### src/rtl/fetch_stage.sv
// Instruction fetch stage: PC register, next-PC selection and the IF/ID pipeline register.
// A two-state run control gates fetching, and redirects squash the wrong-path slot.
module fetch_stage #(
    parameter logic [31:0] PC_RESET  = 32'h0000_0000,
    parameter logic [31:0] NOP_INSTR = 32'h0000_0000
) (
    input  logic        clk,
    input  logic        arst,
    input  logic        enable,
    input  logic        stall,
    input  logic        flush,
    input  logic        branch_taken,
    input  logic [31:0] branch_target,
    input  logic        jump,
    input  logic [31:0] jump_target,
    output logic [31:0] imem_addr,
    input  logic [31:0] imem_rdata,
    output logic [31:0] if_id_instr,
    output logic [31:0] if_id_pc_plus4,
    output logic        if_id_valid,
    output logic [5:0]  opcode,
    output logic [31:0] fetch_count
);

    typedef enum logic {
        IDLE = 1'b0,
        RUN  = 1'b1
    } state_t;

    state_t      state_reg;
    logic [31:0] pc_reg;
    logic [31:0] pc_next;
    logic [31:0] pc_plus4;
    logic [31:0] branch_aligned;
    logic [31:0] jump_aligned;
    logic        active;
    logic        redirect;
    logic        load_bubble;
    logic        load_fetch;

    // The cycle in which enable is first seen already fetches, so the
    // first instruction appears one clock after enable rises.
    assign active   = (state_reg == RUN) || enable;
    assign redirect = branch_taken || jump;

    assign pc_plus4       = pc_reg + 32'd4;
    assign branch_aligned = {branch_target[31:2], 2'b00};
    assign jump_aligned   = {jump_target[31:2], 2'b00};

    always_comb begin
        pc_next = pc_reg;
        if (active) begin
            if (branch_taken) begin
                pc_next = branch_aligned;
            end else if (jump) begin
                pc_next = jump_aligned;
            end else if (!stall) begin
                pc_next = pc_plus4;
            end
        end
    end

    // Redirect and flush squash the slot even while stalled; stall alone holds it.
    always_comb begin
        load_bubble = 1'b0;
        load_fetch  = 1'b0;
        if (!active) begin
            load_bubble = 1'b1;
        end else if (redirect || flush) begin
            load_bubble = 1'b1;
        end else if (!stall) begin
            load_fetch = 1'b1;
        end
    end

    always_ff @(posedge clk or posedge arst) begin
        if (arst) begin
            state_reg <= IDLE;
        end else begin
            case (state_reg)
                IDLE:    if (enable)  state_reg <= RUN;
                RUN:     if (!enable) state_reg <= IDLE;
                default: state_reg <= IDLE;
            endcase
        end
    end

    always_ff @(posedge clk or posedge arst) begin
        if (arst) begin
            pc_reg <= PC_RESET;
        end else begin
            pc_reg <= pc_next;
        end
    end

    always_ff @(posedge clk or posedge arst) begin
        if (arst) begin
            if_id_instr    <= NOP_INSTR;
            if_id_pc_plus4 <= 32'd0;
            if_id_valid    <= 1'b0;
            opcode         <= 6'd0;
            fetch_count    <= 32'd0;
        end else if (load_bubble) begin
            if_id_instr    <= NOP_INSTR;
            if_id_pc_plus4 <= 32'd0;
            if_id_valid    <= 1'b0;
            opcode         <= NOP_INSTR[31:26];
        end else if (load_fetch) begin
            if_id_instr    <= imem_rdata;
            if_id_pc_plus4 <= pc_plus4;
            if_id_valid    <= 1'b1;
            opcode         <= imem_rdata[31:26];
            fetch_count    <= fetch_count + 32'd1;
        end
    end

    assign imem_addr = pc_reg;

endmodule

### config.mk
export PLATFORM = sky130hd
export DESIGN_NAME = fetch_stage
export DESIGN_NICKNAME = d
export VERILOG_FILES = /design/src/rtl/fetch_stage.sv
export SDC_FILE = /design/constraint.sdc
export NUM_CORES = 1
export LEC_CHECK = 0
export BUFFER_PORTS_ARGS = -buffer_cell sky130_fd_sc_hd__buf_2
export CAP_MARGIN = 20
export CELL_PAD_IN_SITES_DETAIL_PLACEMENT = 1
export CELL_PAD_IN_SITES_GLOBAL_PLACEMENT = 2
export CORE_MARGIN = 2
export CORE_UTILIZATION = 32
export CTS_BUF_LIST = sky130_fd_sc_hd__clkbuf_2
export CTS_CLUSTER_DIAMETER = 120
export DETAILED_ROUTE_END_ITERATION = 10
export MAX_ROUTING_LAYER = met4
export PLACE_DENSITY_LB_ADDON = 0.1
export SETUP_SLACK_MARGIN = 0.2
export SYNTH_ARGS = -nofsm -noshare
export SYNTH_HDL_FRONTEND = slang
export SYNTH_SLANG_ARGS = --single-unit
### constraint.sdc
create_clock -name clk -period 5.8 [get_ports clk]
set_input_delay 0.87 -clock clk [delete_from_list [all_inputs] [get_ports clk]]
set_output_delay 0.87 -clock clk [all_outputs]
set_load 0.01 [all_outputs]
==> reports/summary.log, run 1 <==
[cts] postcts setup bufs 0
[worst_setup_path] end point of the critical path fetch_count[13]$_DFFE_PP0P_
[routing] routed vias/inst 5.05
[finish] area taken by flip-flops and latches 3150 um^2
[sta] relative slew slack 0.277
[synth] summed instance area of the synthesized netlist 6320 um^2
[placed_design] number of input and output port buffers inserted 229
[routing] Final Routed Wirelength 20900 um
[cts] H-tree levels 4
[cts] post-cts repair resize count 0
[sta] worst slew pin tran 1.08 ns
[synth] Syn Inst Count 637
[synth] synthesized flop and latch total 126
[synth] Post-synth EDFFs 0
[worst_setup_path] instance count on the critical path 6
[sta] final number of max-transition violations 0
[floorplanning] CORE AREA 19400 um^2
[cts] clock tree from TritonCTS done
[global_routing] pin count of the biggest net entering global routing 76
[cts] TritonCTS buffer count 17
[worst_setup_path] required time of the worst setup path 6.40 ns
[worst_setup_path] crit path from branch_taken
[sta] Total Negative Setup Slacks 0 ns
[worst_setup_path] minimum setup slack among reg-to-reg paths 3.25 ns
[floorplanning] chip width 145 um
[sta] setup repair after global routing missed its margin no
[sta] final critical-path required period 3.21 ns
[floorplanning] Die Y-Extent 145 um
[finish] P&R area growth vs syn 25.8%
[synth] Synth warnings 0
[global_routing] via count of the first global-routing pass 5848
[finish] Multi-input gate area 2940 um^2
[power] leakage dissipation 4.05 nW
[synth] most area-hungry cell type in the Yosys netlist dfrtp_1
[finish] Top Registers fetch_count x32, if_id_instr x32
[synth] share of the synthesized area in the top cell type 0.499
[routing] number of design rule violations left after detail routing 0
[placed_design] RePlAce Congestion 0.817
[cts] CTS Sinks 126
[routing] DRT iter0 DRCs 202
[global_routing] antenna violations before repair 3
[power] Peak supply drop 0.000107 V
[finish] fraction of final layout cells sized beyond drive strength 1 0.326
[global_routing] wire length of the first global-routing pass 32300 um
[worst_setup_path] Buf/Inv on CP 1
[placed_design] post-detail-place hpwl 14900 um
[worst_setup_path] peak fanout along the critical path 45
[synth] most used flip-flop cell after synthesis dfrtp_1
[worst_setup_path] cell type group with the largest total delay on the critical path simple AND/OR/NAND/NOR gates
[min_path] path type of the worst min-delay path in -> async
[finish] NumNets Final 953
[synth] sequential share of the synthesized area 0.499
[sta] Tcrit/Tclk final 0.553
[sta] final clock skew 0.0265 ns
[cts] quantity of hold-fixing buffers added after cts 0
[cts] clk_lat worst skew 0.70 ns
[routing] post-route ant nets 0
[cts] root buf cell clkbuf_2
[placed_design] placed insts 1093
[sta] worst slack on hold paths 0.269 ns
[run] max_cap viols 0
[routing] TritonRoute pass-1 iters 5
[synth] most frequent cell after synthesis dfrtp_1
[synth] post-synthesis area per instance 9.92 um^2
[worst_setup_path] Worst path slowest cell or3_2
[sta] number of hold-slack violations in the final timing report 0
[worst_setup_path] kind of end point of the critical path flip-flop
[floorplanning] number of core rows 51
[sta] final setup vio count 0
[worst_setup_path] worst flop-to-flop path startpoint imem_addr[4]$_DFFE_PP0P_
[worst_setup_path] delay contributed by the slowest stage of the critical path 1.02 ns
[synth] distinct cell type count of the synthesized netlist 54
[synth] Area contributors post-synth dfrtp_1, mux2i_1, xnor2_1
[power] pwr dens 249 nW/um^2
[floorplanning] Die Area 20900 um^2
[routing] DR vias 5704
[global_routing] GRT Residual Overflow 0
[global_routing] GRT Util Overall 0.206
[run_status] run status complete, no violations
[synth] synth cell count leaders dfrtp_1, nor2_1, a21oi_1
[routing] routed wire length per instance 18.5 um
[floorplanning] IO Count 238
[worst_setup_path] Critical Path AT 3.81 ns
[worst_setup_path] Worst Reg2Reg Path Length in Cells 5
[floorplanning] Initial Utilization 0.326
[finish] fillcell total 2338
[finish] Non-Filler Instances 1129
[sta] maximum frequency from static timing analysis 0.312 GHz
[cts] number of buffers on the longest clock path 2
[worst_setup_path] critical path start-end classification in -> reg
[worst_setup_path] worst r2r dst imem_addr[21]$_DFFE_PP0P_
[cts] clock-pin slew of the registers on the worst-case setup and hold paths 0.19 ns
[synth] share of flip-flops with an asynchronous set or reset after synthesis 1.00
[worst_setup_path] list of cells traversed by the critical path buf_2 -> or2_1 -> or3_2 -> nor4_1 -> nand2b_1 -> xnor2_1
[worst_setup_path] kind of launch point of the worst setup path primary input
## metrics by stage
step	area [um^2]	setup WS (ns)	utilization	power, mW
floorplan	6330	1.57	-	1.21
global placement	7660	1.85	0.395	1.36
detailed placement	7660	1.78	0.395	1.37
CTS	7930	2.59	0.409	2.00
global route	7950	2.43	0.410	2.08
finish	7950	2.59	0.410	1.98
## routing by layer
layer	share of wire	GRT usage	vias up
met2	0.49	0.331	168
met1	0.45	0.268	2836
met4	0.016	0.0649	0
li1	-	-	2681
met5	0	-	-
met3	0.043	0.0348	19
## area by class of cell
| class | count | area share |
|---|---|---|
| Multi-Input combinational cell | 456 | 0.369 |
| Tap cell | 265 | 0.0417 |
| Clock inverter | 13 | 0.0216 |
| Sequential cell | 126 | 0.397 |
| Antenna cell | 3 | 0.000945 |
| Clock buffer | 19 | 0.0120 |
| Inverter | 10 | 0.00535 |
| Timing Repair Buffer | 237 | 0.152 |
## cells in the final DEF, fill, tap and decap left out, types with 7 or more instances in the layout
cell type / netlist / routed
nor3_1: 8 / 7
xor2_1: 23 / 23
o21ai_0: 43 / 43
buf_4: 10 / 7
nor2_1: 74 / 74
a21oi_1: 47 / 46
mux2i_1: 40 / 40
nand4_1: 16 / 16
nand2_1: 40 / 40
inv_1: 8 / 7
clkbuf_2: 0 / 19
nand3_1: 22 / 22
dfrtp_1: 126 / 126
buf_2: 2 / 229
xnor2_1: 36 / 36
and3_1: 16 / 16
a22oi_1: 8 / 8
## power breakdown
| part | total (mW) | internal [mW] | leakage [nW] | switching, mW |
|---|---|---|---|---|
| Sequential | 1.00 | 0.928 | 1.69 | 0.0751 |
| Clock | 0.626 | 0.280 | 0.149 | 0.346 |
| Combinational | 0.348 | 0.144 | 2.22 | 0.204 |
## logic make-up (layout without fill, tap and decap cells)
logic type	Yosys count	count (layout)	share of synthesized area
AO/OA/AOI/OAI	150	150	0.148
AND/OR/NAND/NOR	200	200	0.161
multiplexers	41	41	0.0651
adder cells (fa/ha/maj)	2	2	0.00396
XOR/XNOR	59	59	0.0818
other	1	7	0.000593
flip-flops	126	126	0.499
buffers and inverters	58	279	0.0408
## worst min path at each step
stage	start	end	slack (ns)	cells after the start
after floorplan	fetch_count[31]$_DFFE_PP0P_	fetch_count[31]$_DFFE_PP0P_	0.51	1
after global placement	if_id_valid$_DFFE_PP0P_	if_id_valid$_DFFE_PP0P_	0.46	1
after detailed placement	fetch_count[31]$_DFFE_PP0P_	fetch_count[31]$_DFFE_PP0P_	0.47	1
after CTS	arst	fetch_count[7]$_DFFE_PP0P_	0.24	2
after global routing	enable	state_reg$_DFF_PP0_	0.23	1
final	arst	fetch_count[1]$_DFFE_PP0P_	0.27	2
No activity file was read; power rests on OpenSTA's default activity.
==> run 2: changes to the inputs <==
--- a/config.mk
+++ b/config.mk
@@ -10,7 +10,7 @@
 export CELL_PAD_IN_SITES_DETAIL_PLACEMENT = 1
 export CELL_PAD_IN_SITES_GLOBAL_PLACEMENT = 2
 export CORE_MARGIN = 2
-export CORE_UTILIZATION = 32
+export CORE_UTILIZATION = 27
 export CTS_BUF_LIST = sky130_fd_sc_hd__clkbuf_2
 export CTS_CLUSTER_DIAMETER = 120
 export DETAILED_ROUTE_END_ITERATION = 10
==> constraint.sdc (replaced) <==
create_clock -name clk -period 2.7 [get_ports clk]
set_input_delay 0.405 -clock clk [delete_from_list [all_inputs] [get_ports clk]]
set_output_delay 0.405 -clock clk [all_outputs]
set_load 0.01 [all_outputs]
==> run 2 against run 1 <==
Core utilization decreased by 1.8 points. Global-route usage decreased by 1.5 points. Register-to-register slack got worse by 2.8 ns. Flip-flop and latch count unchanged. Clock skew increased by 0.015 ns. Combinational power increased to 2.6 times the previous value. Clock-buffer cell count decreased by 1. Total power increased by 120%. Sequential power increased by 110%. Via count increased by 7.0%. Critical path type is now reg -> reg. Hold slack got worse by 0.17 ns. Final area increased by 12%.
==> reports/summary.log, run 2 (synthesized netlist as in run 1, its figures left out) <==
[run_status] run status complete, no violations [unchanged]
[routing] number of design rule violations left after detail routing 0 [unchanged]
[placed_design] number of input and output port buffers inserted 229 [unchanged]
[worst_setup_path] end point of the critical path fetch_count[26]$_DFFE_PP0P_ [was fetch_count[13]$_DFFE_PP0P_]
[sta] maximum frequency from static timing analysis 0.442 GHz
[routing] DR vias 6102 [was 5704]
[sta] Total Negative Setup Slacks 0 ns [unchanged]
[finish] Post-Layout Inst Area 8920 um^2 [was 7950 um^2]
[sta] final setup vio count 0 [unchanged]
[routing] post-route ant nets 0 [unchanged]
[worst_setup_path] critical path start-end classification reg -> reg [was in -> reg]
[min_path] path type of the worst min-delay path in -> reg [was in -> async]
[routing] TritonRoute pass-1 iters 6 [was 5]
[global_routing] GRT Residual Overflow 0 [unchanged]
[sta] relative slew slack 0.496 [was 0.277]
[sta] Tcrit/Tclk final 0.839
[sta] final number of max-transition violations 0 [unchanged]
[global_routing] via count of the first global-routing pass 6406 [was 5848]
[power] leakage dissipation 4.46 nW [was 4.05 nW]
[cts] clock-pin slew of the registers on the worst-case setup and hold paths 0.22 ns [was 0.19 ns]
[power] pwr dens 479 nW/um^2 [was 249 nW/um^2]
[placed_design] RePlAce Congestion 0.791 [was 0.817]
[finish] fraction of final layout cells sized beyond drive strength 1 0.318 [was 0.326]
[worst_setup_path] delay contributed by the slowest stage of the critical path 0.66 ns [was 1.02 ns]
[floorplanning] Initial Utilization 0.277 [was 0.326]
[worst_setup_path] worst flop-to-flop path startpoint fetch_count[0]$_DFFE_PP0P_ [was imem_addr[4]$_DFFE_PP0P_]
[floorplanning] CORE AREA 22800 um^2 [was 19400 um^2]
[worst_setup_path] kind of end point of the critical path flip-flop [unchanged]
[global_routing] pin count of the biggest net entering global routing 48 [was 76]
[cts] clk_lat worst skew 0.70 ns [about the same]
[routing] routed vias/inst 4.79 [was 5.05]
[cts] H-tree levels 4 [unchanged]
[floorplanning] chip width 157 um [was 145 um]
[cts] TritonCTS buffer count 17 [unchanged]
[worst_setup_path] Critical Path AT 2.88 ns [was 3.81 ns]
[finish] most used cells in the layout excluding fill and tap cells buf_2, dfrtp_1, dlygate4sd3_1 [was buf_2, dfrtp_1, nor2_1]
[global_routing] antenna violations before repair 2 [was 3]
[sta] setup repair after global routing missed its margin no [unchanged]
[min_path] hold-critical path depth 4
[finish] NumNets Final 1050 [was 953]
[sta] worst slew pin tran 0.756 ns [was 1.08 ns]
[floorplanning] number of core rows 55 [was 51]
[cts] number of buffers on the longest clock path 2 [unchanged]
[floorplanning] IO Count 238 [unchanged]
[placed_design] Cell Area, Placed 7860 um^2 [was 7660 um^2]
[power] Peak supply drop 0.000260 V [was 0.000107 V]
[worst_setup_path] required time of the worst setup path 3.31 ns [was 6.40 ns]
[global_routing] GRT Util Overall 0.191 [was 0.206]
[worst_setup_path] worst r2r dst fetch_count[26]$_DFFE_PP0P_ [was imem_addr[21]$_DFFE_PP0P_]
[finish] P&R area growth vs syn 41.2% [was 25.8%]
[sta] number of hold-slack violations in the final timing report 0 [unchanged]
[worst_setup_path] peak fanout along the critical path 5 [was 45]
[worst_setup_path] cell type group with the largest total delay on the critical path simple AND/OR/NAND/NOR gates [unchanged]
[sta] final critical-path required period 2.26 ns
[worst_setup_path] Worst Reg2Reg Path Length in Cells 6 [was 5]
[placed_design] post-detail-place hpwl 15700 um [was 14900 um]
[global_routing] wire length of the first global-routing pass 35300 um [was 32300 um]
[cts] clock tree from TritonCTS done [unchanged]
[routing] Final Routed Wirelength 22800 um [was 20900 um]
[worst_setup_path] Buf/Inv on CP 0 [was 1]
[cts] root buf cell clkbuf_2 [unchanged]
[worst_setup_path] list of cells traversed by the critical path ha_1 -> or4b_2 -> nor4_4 -> and2_1 -> nand4_1 -> xnor2_1 [was buf_2 -> or2_1 -> or3_2 -> nor4_1 -> nand2b_1 -> xnor2_1]
[worst_setup_path] crit path from fetch_count[0]$_DFFE_PP0P_ [was branch_taken]
[worst_setup_path] minimum setup slack among reg-to-reg paths 0.44 ns [was 3.25 ns]
[sta] worst slack on hold paths 0.0981 ns [was 0.269 ns]
[worst_setup_path] kind of launch point of the worst setup path flip-flop [was primary input]
[routing] routed wire length per instance 17.9 um [was 18.5 um]
[cts] CTS Sinks 126 [unchanged]
[run] max_cap viols 0 [unchanged]
[finish] most common cell after layout, fill and taps aside buf_2 [unchanged]
[routing] DRT iter0 DRCs 212 [was 202]
[floorplanning] Die Y-Extent 157 um [was 145 um]
[worst_setup_path] instance count on the critical path 6 [unchanged]
[floorplanning] Die Area 24600 um^2 [was 20900 um^2]
[worst_setup_path] Worst path slowest cell or4b_2 [was or3_2]
[finish] Top Registers fetch_count x32, if_id_instr x32 [unchanged]
[sta] final clock skew 0.0411 ns [was 0.0265 ns]
-- run 2: changes by cell type in the layout (fill, tap and decap cells not counted), sizes merged --
cell         previous run  this run
diode                   3         2
inv                     8        10
dlygate4sd3             0        78
buf                   237       256
clkinvlp                4         5
bufinv                  4         2
clkbuf                 19        18
-- run 2: what timing repair did --
action	CTS	global route
buffers inserted	0	5
endpoints found under the hold margin	106	0
setup endpoints to repair	0	4
resized for setup	0	4
hold buffers	78	0
-- run 2: power by group --
part / internal (mW) / switching [mW] / leakage (nW)
Sequential: 1.99 / 0.158 / 1.69
Clock: 0.427 / 0.791 / 0.132
Combinational: 0.426 / 0.476 / 2.64
-- run 2: cell type report --
type	count	area (um^2)
Fill cell	2655	13900
Sequential cell	126	3160
Multi-Input combinational cell	456	2940
Timing Repair Buffer	334	2150
Tap cell	313	392
Clock inverter	14	143
Clock buffer	18	90.1
Inverter	10	41.3
Antenna cell	2	5.00
-- run 2: through the flow --
stage	power, mW	util	instances	setup WS [ns]
6_report	4.27	0.392	1273	0.435
5_1_grt	4.53	0.392	1273	0.223
4_1_cts	4.34	0.389	1266	0.231
3_5_place_dp	2.97	0.345	1156	0.347
3_3_place_gp	2.94	0.345	1156	0.344
2_1_floorplan	2.59	-	640	0.578
-- run 2: worst register-to-register path: stages, from the launching register on --
cell     delay (ns)
dfrtp_1        0.45
ha_1           0.16
or4b_2         0.66
nor4_4         0.39
and2_1         0.28
nand4_1        0.13
xnor2_1        0.14
-- run 2: per-layer routing --
layer,global-route usage,vias up,wire [um]
li1,-,2888,-
met2,0.304,178,10900
met3,0.0410,19,1250
met1,0.247,3017,10400
met5,-,-,0
met4,0.0507,0,243
-- run 2: worst min path at each step --
stage	from	endpoint	slack [ns]
after floorplan	enable	state_reg$_DFF_PP0_	0.44
after detailed placement	arst	if_id_instr[26]$_DFFE_PP0P_	0.46
after global placement	arst	if_id_instr[25]$_DFFE_PP0P_	0.45
after global routing	jump_target[6]	imem_addr[6]$_DFFE_PP0P_	0.03
final	jump_target[24]	imem_addr[24]$_DFFE_PP0P_	0.1
after CTS	jump_target[24]	imem_addr[24]$_DFFE_PP0P_	0.002
==> run 3: changes to the inputs <==
--- a/config.mk
+++ b/config.mk
@@ -10,7 +10,7 @@
 export CELL_PAD_IN_SITES_DETAIL_PLACEMENT = 1
 export CELL_PAD_IN_SITES_GLOBAL_PLACEMENT = 2
 export CORE_MARGIN = 2
-export CORE_UTILIZATION = 27
+export CORE_UTILIZATION = 30
 export CTS_BUF_LIST = sky130_fd_sc_hd__clkbuf_2
 export CTS_CLUSTER_DIAMETER = 120
 export DETAILED_ROUTE_END_ITERATION = 10
==> constraint.sdc (replaced) <==
create_clock -name clk -period 2.4 [get_ports clk]
set_input_delay 0.36 -clock clk [delete_from_list [all_inputs] [get_ports clk]]
set_output_delay 0.36 -clock clk [all_outputs]
set_load 0.01 [all_outputs]
==> run 3 against run 2 <==
Final cell count shrank 2.0%. First-iteration DRC count grew 19%. Core utilization grew 4.5 points. Via count grew 0.29%. Flip-flop and latch count is the same. Non-clock buffer count grew 14. Critical path depth grew 1. Largest power group unchanged. Largest cell class unchanged. Clock power grew 18%.
==> reports/summary.log, run 3 (synthesized netlist as in run 1, its figures left out) <==
[sta] Total Negative Setup Slacks 0 ns [unchanged]
[worst_setup_path] delay contributed by the slowest stage of the critical path 0.46 ns [was 0.66 ns]
[sta] final setup vio count 0 [unchanged]
[worst_setup_path] minimum setup slack among reg-to-reg paths 0.32 ns [was 0.44 ns]
[finish] fillcell total 2452 [was 2655]
[routing] DRT iter0 DRCs 252 [was 212]
[routing] met1 WL 10100 um [was 10400 um]
[cts] number of buffers on the longest clock path 2 [unchanged]
[sta] Tcrit/Tclk final 0.865 [was 0.839]
[floorplanning] Die Y-Extent 149 um [was 157 um]
[routing] routed vias/inst 4.90 [was 4.79]
[worst_setup_path] required time of the worst setup path 3.02 ns [was 3.31 ns]
[cts] CTS Sinks 126 [unchanged]
[routing] routed length on met3 924 um [was 1250 um]
[worst_setup_path] peak fanout along the critical path 10 [was 5]
[floorplanning] chip width 149 um [was 157 um]
[global_routing] pin count of the biggest net entering global routing 80 [was 48]
[worst_setup_path] list of cells traversed by the critical path ha_2 -> nand4_1 -> nor3_1 -> buf_4 -> nand4_1 -> o31a_1 -> o22ai_1 [was ha_1 -> or4b_2 -> nor4_4 -> and2_1 -> nand4_1 -> xnor2_1]
[floorplanning] number of core rows 53 [was 55]
[power] Peak supply drop 0.000232 V [was 0.000260 V]
[floorplanning] Initial Utilization 0.303 [was 0.277]
[worst_setup_path] Worst path slowest cell dfrtp_2 [was or4b_2]
[finish] P&R area growth vs syn 43.8% [was 41.2%]
[global_routing] GRT Residual Overflow 0 [unchanged]
[sta] number of hold-slack violations in the final timing report 0 [unchanged]
[finish] NumNets Final 1064 [was 1050]
[finish] most common cell after layout, fill and taps aside buf_2 [unchanged]
[min_path] hold_sp jump_target[23] [was jump_target[24]]
[routing] Final Routed Wirelength 21800 um [was 22800 um]
[sta] setup repair after global routing missed its margin yes [was no]
[min_path] path type of the worst min-delay path in -> reg [unchanged]
[global_routing] via count of the first global-routing pass 6433 [was 6406]
[run_status] run status complete, no violations [unchanged]
[min_path] hold-critical path depth 4 [unchanged]
[finish] most used cells in the layout excluding fill and tap cells buf_2, dfrtp_1, dlygate4sd3_1 [unchanged]
[sta] final critical-path required period 2.08 ns [was 2.26 ns]
[worst_setup_path] cell repeated most along the worst path nand4_1
[global_routing] antenna violations before repair 1 [was 2]
[placed_design] RePlAce Congestion 0.829 [was 0.791]
[sta] relative slew slack 0.511 [was 0.496]
[routing] number of design rule violations left after detail routing 0 [unchanged]
[finish] area taken by flip-flops and latches 3160 um^2 [about the same]
[placed_design] number of input and output port buffers inserted 229 [unchanged]
[placed_design] post-detail-place hpwl 15100 um [was 15700 um]
[placed_design] Cell Area, Placed 7820 um^2 [was 7860 um^2]
[finish] Post-Layout Inst Area 9090 um^2 [was 8920 um^2]
[power] leakage dissipation 4.54 nW [was 4.46 nW]
[worst_setup_path] critical path start-end classification reg -> reg [unchanged]
[finish] Top Registers fetch_count x32, if_id_instr x32 [unchanged]
[floorplanning] CORE AREA 20800 um^2 [was 22800 um^2]
[routing] TritonRoute pass-1 iters 4 [was 6]
[cts] root buf cell clkbuf_2 [unchanged]
[sta] maximum frequency from static timing analysis 0.482 GHz [was 0.442 GHz]
[sta] final number of max-transition violations 0 [unchanged]
[worst_setup_path] worst flop-to-flop path startpoint imem_addr[2]$_DFFE_PP0P_ [was fetch_count[0]$_DFFE_PP0P_]
[worst_setup_path] kind of launch point of the worst setup path flip-flop [unchanged]
[cts] clock-pin slew of the registers on the worst-case setup and hold paths 0.22 ns [about the same]
[worst_setup_path] worst r2r dst imem_addr[28]$_DFFE_PP0P_ [was fetch_count[26]$_DFFE_PP0P_]
[sta] worst slew pin tran 0.733 ns [was 0.756 ns]
[placed_design] placed insts 1117 [was 1156]
[finish] fraction of final layout cells sized beyond drive strength 1 0.331 [was 0.318]
[cts] H-tree levels 4 [unchanged]
[run] max_cap viols 0 [unchanged]
[worst_setup_path] Critical Path AT 2.69 ns [was 2.88 ns]
[power] pwr dens 541 nW/um^2 [was 479 nW/um^2]
[min_path] Hold Path End imem_addr[23]$_DFFE_PP0P_ [was imem_addr[24]$_DFFE_PP0P_]
[cts] TritonCTS buffer count 17 [unchanged]
[cts] clk_lat worst skew 0.70 ns [about the same]
[floorplanning] IO Count 238 [unchanged]
[routing] post-route ant nets 0 [unchanged]
[routing] routed wire length per instance 17.5 um [was 17.9 um]
[finish] Multi-input gate area 2980 um^2 [was 2940 um^2]
[global_routing] GRT Util Overall 0.204 [was 0.191]
[worst_setup_path] kind of end point of the critical path flip-flop [unchanged]
[worst_setup_path] Worst Reg2Reg Path Length in Cells 7 [was 6]
[routing] Highest Signal Layer met4 [unchanged]
[routing] DR vias 6120 [was 6102]
[finish] Non-Filler Instances 1248 [was 1273]
[global_routing] wire length of the first global-routing pass 34400 um [was 35300 um]
[routing] wire length on met2 10600 um [was 10900 um]
[sta] final clock skew 0.0391 ns [was 0.0411 ns]
[cts] clock tree from TritonCTS done [unchanged]
[floorplanning] Die Area 22200 um^2 [was 24600 um^2]
==> run 3: cell count changes in the layout (fill, tap and decap cells not counted), moves of 2 or more <==
cell and change:
dlygate4sd3_1 +10, clkinv_4 +4, dfrtp_1 -4, dfrtp_2 +4, inv_6 -3, buf_4 +2
==> run 3: final cells by class <==
cell class / instances / share of cell area
Sequential cell: 126 / 0.348
Antenna cell: 1 / 0.000275
Clock buffer: 18 / 0.00991
Timing Repair Buffer: 348 / 0.253
Inverter: 10 / 0.00454
Clock inverter: 14 / 0.0187
Multi-Input combinational cell: 456 / 0.328
Tap cell: 275 / 0.0379
==> run 3: where the power goes <==
part | internal (mW) | switching (mW) | total, mW | leakage (nW)
Sequential | 2.25 | 0.173 | 2.42 | 1.68
Clock | 0.584 | 0.854 | 1.44 | 0.148
Combinational | 0.514 | 0.548 | 1.06 | 2.71
==> run 3: worst max path at each step <==
stage	startpoint	end	slack, ns
2_1_floorplan	fetch_count[0]$_DFFE_PP0P_	fetch_count[26]$_DFFE_PP0P_	0.28
3_3_place_gp	jump	imem_addr[23]$_DFFE_PP0P_	0.14
3_5_place_dp	jump	imem_addr[28]$_DFFE_PP0P_	0.11
4_1_cts	fetch_count[0]$_DFFE_PP0P_	fetch_count[26]$_DFFE_PP0P_	0.21
5_1_grt	imem_addr[2]$_DFFE_PP0P_	imem_addr[10]$_DFFE_PP0P_	0.14
6_report	imem_addr[2]$_DFFE_PP0P_	imem_addr[28]$_DFFE_PP0P_	0.32
==> run 3: stage by stage <==
stage / power [mW] / utilization / worst slack [ns] / hold slack, ns
6_report: 4.92 / 0.436 / 0.325 / 0.107
5_1_grt: 5.20 / 0.436 / 0.142 / 0.0285
4_1_cts: 4.96 / 0.431 / 0.206 / 0.00238
3_5_place_dp: 3.34 / 0.375 / 0.112 / 0.461
3_3_place_gp: 3.31 / 0.375 / 0.136 / 0.459
2_1_floorplan: 2.92 / - / 0.278 / 0.391
==> run 3: routing by layer <==
metal | track usage | vias up
li1 | - | 2911
met1 | 0.270 | 3028
met2 | 0.326 | 167
met3 | 0.0382 | 14
met4 | 0.0490 | 0
met5 | - | -
==> run 3: critical path: cells and delay by family, from the launching register on <==
kind | cells | cell delay, ns
AOI/OAI and AO/OA | 2 | 0.44
buffers and inverters | 1 | 0.21
and+or+nand+nor | 3 | 0.62
adders and majority gates | 1 | 0.24
DFF | 1 | 0.46
==> run 3: timing repair <==
item,in CTS,in global routing
endpoints found under the setup margin,8,26
hold buffers,88,0
buffers inserted,0,9
gates resized for setup,7,10
pin swaps,0,5
hold endpoints to repair,188,0
